## src/rtl/hazard_pkg.sv

```systemverilog
// hazard_pkg -- shared encodings and widths for the pipeline hazard unit.
//   FWD_*  : execute-stage operand select encodings
//   REG_W  : register-index width
//   CNT_W  : multi-cycle busy counter width
package hazard_pkg;

    localparam int REG_W = 5;
    localparam int CNT_W = 4;

    typedef enum logic [1:0] {
        FWD_RF  = 2'b00,
        FWD_WB  = 2'b01,
        FWD_MEM = 2'b10
    } fwd_e;

    // A producer stage feeds a consumer register only when it actually
    // writes, targets the same index, and that index is not $zero.
    function automatic logic reg_hit(input logic             we,
                                     input logic [REG_W-1:0] dst,
                                     input logic [REG_W-1:0] src);
        return we && (dst == src) && (src != '0);
    endfunction

endpackage

```

## src/rtl/hazard_unit_md_busy_counter.sv

```systemverilog
// md_busy_counter -- occupancy counter for the multi-cycle mult/div unit.
// Ports:
//   clk, rst_n : clock, asynchronous active-low reset (clears counter)
//   start      : multi-cycle op enters execute this cycle
//   busy       : unit occupied (counter != 0), registered timing
// A start seen while already busy is ignored; the stall logic upstream
// keeps that from happening.
module md_busy_counter
    import hazard_pkg::*;
#(
    parameter int MD_LATENCY = 4
) (
    input  logic clk,
    input  logic rst_n,
    input  logic start,
    output logic busy
);

    localparam logic [CNT_W-1:0] LOAD_VAL = CNT_W'(MD_LATENCY - 1);

    logic [CNT_W-1:0] count;
    logic [CNT_W-1:0] count_next;

    always_comb begin
        count_next = count;
        if (count != '0)
            count_next = count - 1'b1;
        else if (start)
            count_next = LOAD_VAL;
    end

    always_ff @(posedge clk or negedge rst_n) begin
        if (!rst_n)
            count <= '0;
        else
            count <= count_next;
    end

    assign busy = (count != '0);

endmodule

```

## src/rtl/hazard_unit.sv

```systemverilog
// hazard_unit -- forwarding and stall control for a 5-stage MIPS-style pipe.
// Ports:
//   clk, rst_n               : clock, asynchronous active-low reset
//   RsD/RtD, RsE/RtE         : decode / execute source registers
//   WriteReg{E,M,W}          : destination register per stage
//   RegWrite{E,M,W}          : destination write enable per stage
//   MemtoReg{E,M}            : stage holds a load
//   BranchD                  : decode holds a branch comparing RsD/RtD
//   MdUseD                   : decode needs the mult/div unit
//   MdStartE                 : multi-cycle op enters execute
//   ForwardAE/BE             : execute operand select (hazard_pkg::fwd_e)
//   ForwardAD/BD             : decode comparator takes ALUOutM
//   StallF/StallD/FlushE     : hold fetch, hold decode, bubble execute
//   MdBusy                   : multi-cycle unit occupied
//   StallCount               : saturating count of StallD cycles
//                              (only with HAZARD_STALL_CNT_EN defined)
// Everything except the busy counter (and optional stall counter) is
// combinational.
module hazard_unit
    import hazard_pkg::*;
#(
    parameter int MD_LATENCY = 4
) (
    input  logic             clk,
    input  logic             rst_n,
    input  logic [REG_W-1:0] RsD,
    input  logic [REG_W-1:0] RtD,
    input  logic [REG_W-1:0] RsE,
    input  logic [REG_W-1:0] RtE,
    input  logic [REG_W-1:0] WriteRegE,
    input  logic [REG_W-1:0] WriteRegM,
    input  logic [REG_W-1:0] WriteRegW,
    input  logic             RegWriteE,
    input  logic             RegWriteM,
    input  logic             RegWriteW,
    input  logic             MemtoRegE,
    input  logic             MemtoRegM,
    input  logic             BranchD,
    input  logic             MdUseD,
    input  logic             MdStartE,
    output logic [1:0]       ForwardAE,
    output logic [1:0]       ForwardBE,
    output logic             ForwardAD,
    output logic             ForwardBD,
    output logic             StallF,
    output logic             StallD,
    output logic             FlushE,
`ifdef HAZARD_STALL_CNT_EN
    output logic [31:0]      StallCount,
`endif
    output logic             MdBusy
);

    logic lw_stall;
    logic br_stall;
    logic md_stall;
    logic stall;

    md_busy_counter #(.MD_LATENCY(MD_LATENCY)) u_md_cnt (
        .clk   (clk),
        .rst_n (rst_n),
        .start (MdStartE),
        .busy  (MdBusy)
    );

    // Memory stage is checked first so the youngest result wins.
    always_comb begin
        ForwardAE = FWD_RF;
        if (reg_hit(RegWriteM, WriteRegM, RsE))
            ForwardAE = FWD_MEM;
        else if (reg_hit(RegWriteW, WriteRegW, RsE))
            ForwardAE = FWD_WB;

        ForwardBE = FWD_RF;
        if (reg_hit(RegWriteM, WriteRegM, RtE))
            ForwardBE = FWD_MEM;
        else if (reg_hit(RegWriteW, WriteRegW, RtE))
            ForwardBE = FWD_WB;
    end

    assign ForwardAD = reg_hit(RegWriteM, WriteRegM, RsD);
    assign ForwardBD = reg_hit(RegWriteM, WriteRegM, RtD);

    // A load in execute delivers its data too late for the next instruction.
    assign lw_stall = MemtoRegE && (RtE != '0) && ((RtE == RsD) || (RtE == RtD));

    // Branch resolves in decode: wait for an ALU result still in execute,
    // or for a load still in memory (ALUOutM is not its data yet).
    assign br_stall = BranchD &&
                      (reg_hit(RegWriteE, WriteRegE, RsD) ||
                       reg_hit(RegWriteE, WriteRegE, RtD) ||
                       reg_hit(MemtoRegM, WriteRegM, RsD) ||
                       reg_hit(MemtoRegM, WriteRegM, RtD));

    assign md_stall = MdUseD && MdBusy;

    assign stall  = lw_stall || br_stall || md_stall;
    assign StallF = stall;
    assign StallD = stall;
    assign FlushE = stall;

`ifdef HAZARD_STALL_CNT_EN
    always_ff @(posedge clk or negedge rst_n) begin
        if (!rst_n)
            StallCount <= '0;
        else if (StallD && (StallCount != 32'hFFFF_FFFF))
            StallCount <= StallCount + 32'd1;
    end
`endif

endmodule

```

## config.mk

```make
export PLATFORM = sky130hd
export DESIGN_NAME = hazard_unit
export DESIGN_NICKNAME = d
export VERILOG_FILES = /design/src/rtl/hazard_pkg.sv /design/src/rtl/hazard_unit_md_busy_counter.sv /design/src/rtl/hazard_unit.sv
export SDC_FILE = /design/constraint.sdc
export NUM_CORES = 1
export LEC_CHECK = 0
export BUFFER_PORTS_ARGS = -buffer_cell sky130_fd_sc_hd__buf_2
export CORE_MARGIN = 2
export CORE_UTILIZATION = 40
export DETAILED_ROUTE_END_ITERATION = 10
export GPL_TIMING_DRIVEN = 0
export PLACE_DENSITY = 0.74
export SLEW_MARGIN = 20
export SYNTH_ARGS = -nofsm -noshare
export SYNTH_HDL_FRONTEND = slang
export SYNTH_SLANG_ARGS = --single-unit
export TNS_END_PERCENT = 50
```

## constraint.sdc

```tcl
create_clock -name clk -period 5.6 [get_ports clk]
set_clock_uncertainty 0.15 [all_clocks]
set_input_delay 1.12 -clock clk [delete_from_list [all_inputs] [get_ports clk]]
set_output_delay 1.12 -clock clk [all_outputs]
set_load 0.03 [all_outputs]
```

==> key figures <==
Run status
  – Outcome: finished, final reports clean

Synth
  – EDFF count, synth: 0
  – Commonest cells in the netlist: 34 x xnor2_1, 16 x xor2_1, 8 x nand3_1
  – Avg Cell Area, Syn: 7.99 sq um
  – Synth area leader: xnor2_1
  – Seq/Total Area, Yosys: 0.111
  – Area contributors post-synth: xnor2_1 33%, xor2_1 16%, dfrtp_1 11%
  – Most common cell in the synthesized netlist: xnor2_1
  – Synthesized cell area: 903 sq um
  – Synth Register Bits: 4
  – Yosys cell types: 26
  – Synth warn: 0
  – Post-synth net total: roughly 160
  – Synth top area share: 0.330
  – Synth Flop Type: dfrtp_1
  – Post-Synthesis Cells: 113
  – Ys async rst share: 1.00

Hold path
  – Hold Path Class: reg2reg
  – Hold Crit Endpoint: u_md_cnt.count[0]
  – Hold_sp: u_md_cnt.count[0]
  – Hold Path Stages: 1

Worst setup path
  – Reg2reg start: u_md_cnt.count[0]
  – Reg2reg end: u_md_cnt.count[1]
  – Reg2Reg Depth: 5
  – Worst reg2reg setup slack: about 4.3 ns
  – CP endpoint kind: primary output
  – WP data required: 4.33 ns
  – Setup CP Type: in2out
  – Crit start category: input pin
  – CP arrival: between 2 and 3 ns
  – CP max FO: 4

Route
  – Wire per inst: 13.7 um
  – Drt drc: 0
  – Final WL: 2.64 mm
  – DRT Pass-1 Iters: 4
  – Post-detailed-route count of antenna-violating nets: 0
  – Vias per cell: 5.22
  – Via count: 1007
  – Starting DRT DRC Count: 10

STA
  – Hold WS: 0.344 ns
  – Part of the cycle the worst path needs: 0.714
  – # setup viols final: 0
  – Fin crit period: approximately 4 ns
  – RSZ-0062 raised after global routing: false
  – Least-Margin Pin Slew: 0.456 ns
  – Slew margin rel.: 0.693
  – Worst setup margin: 1.60 ns
  – Final Hold Viols: 0
  – Fin Setup TNS: 0 ns
  – Max Freq: 0.250 GHz
  – Max-slew violation count: 0

Clocking
  – Root Buffer: clkbuf_4
  – Post-CTS Setup Repair Bufs: 0
  – Number of CTS-inserted buffers: 3
  – Clock Sinks: 4
  – H-tree Lvls: 1
  – Clk_lat worst skew: 0.24 ns
  – CTS Buffer Depth: 2
  – Clock Pin Slew Worst Setup and Hold Paths: 0.04 ns
  – CTS tree: done
  – Hold_buf cts: 0
  – Post-CTS Resized: 0

Global routing
  – Grt total ovfl: 0
  – Antenna violations before repair: 0
  – Total GRT Usage: 0.211
  – Largest net degree at the start of global routing: 7
  – Number of global-route vias before repair: 1011
  – First-pass GRT wire length: 4.26 mm

Placed design
  – I/O Buffers: 49
  – Pre-CTS worst setup slack: 1.58 ns
  – Placer Congestion: 0.817
  – Post-DP Area: about 1200 sq um
  – Post-detail-place hpwl: between 2 and 2.5 mm

Finish
  – Nets: 213
  – Max reg flops: 4
  – Layout area overhead: 33.5%
  – Post-layout instance area: about 1200 sq um
  – Ant diodes: 0
  – Reg with most FFs: u_md_cnt.count
  – Layout cells sized above 1: 0.376
  – Top Registers: u_md_cnt.count x4

Power and ir drop
  – Max VDD drop: ~0.12 mV
  – Leakage power: approximately 0.52 nW
  – Power density cells: 201 nW/um^2
  – Tot Pwr: 242 uW

Die
  – Die area: 2650 sq um
  – Starting Density: 0.416
  – Row count: 17
  – I/O pin count: 55
  – Core area: 2170 sq um
  – Die H: ~52 um
  – Die width: around 52 um

Flow run
  – Max-cap violation count: 0
[placed cells by master, fill, tap and decap left out, drive strengths merged]
master,count
nor3,4
or4,4
ha,1
dfrtp,4
clkbuf,4
and2,2
mux2i,1
o221ai,1
nand4,5
nor2,6
xor2,16
xnor2,34
a21o,1
nand2,4
nand3,8
buf,55
nor4,8
o21ai,1
o211ai,2
inv,3
a21oi,1
[where the power goes]
part	internal [mW]	leakage, nW	total (mW)	switching [mW]
combinational	0.0654	0.461	0.152	0.0869
clock	0.0241	0.0138	0.0376	0.0135
sequential	0.0434	0.0486	0.0523	0.00892
total	0.133	0.524	0.242	0.109
[stage by stage]
| stage | cells | util |
|---|---|---|
| 2_1_floorplan | 113 | - |
| 3_3_place_gp | 190 | 0.546 |
| 3_5_place_dp | 190 | 0.546 |
| 4_1_cts | 193 | 0.556 |
| 5_1_grt | 193 | 0.556 |
| 6_report | 193 | 0.556 |
[how the worst max path moves through the flow]
stage | from | to | slack [ns] | depth (start not counted)
after global routing | RtD[1] | StallD | 1.45 | 8
after floorplan | RsE[1] | ForwardAE[0] | 1.38 | 4
after CTS | RsD[1] | StallD | 1.58 | 8
after global placement | RsD[1] | StallF | 1.63 | 8
final | RsD[1] | StallD | 1.60 | 8
after detailed placement | RsD[1] | StallD | 1.58 | 8
[layout make-up]
type                            count  area, sq um
Multi-Input combinational cell     99          747
Sequential cell                     4          100
Clock buffer                        3         22.5
Buffer                              7         45.0
Tap cell                           28         35.0
Inverter                            3         11.3
Timing Repair Buffer               49          245
Fill cell                         227          963
[logic make-up (layout without fill, tap and decap cells)]
family	after synthesis	in the layout	share of synthesized area
xor gates and xnor gates	50	50	0.485
and+or+nand+nor	41	41	0.271
buffers and inverters	10	62	0.0623
AOI/OAI and AO/OA	6	6	0.0457
DFF	4	4	0.111
adders and majority gates	1	1	0.0138
muxes	1	1	0.0111
[critical path, cell delays in order]
cell and delay (ns):
buf_2 0.14, or4_1 0.51, nor2_1 0.15, nor4_1 0.09, o211ai_1 0.18, nand4_1 0.19
buf_4 0.18, buf_2 0.17
[routing by layer]
metal  global-route usage  routed length (um)
met5                    0                   0
met4               0.0789                   0
met3               0.0201                 158
met2                0.400                1460
met1                0.242                1020
Note: power is estimated with default switching activity, not from simulation.
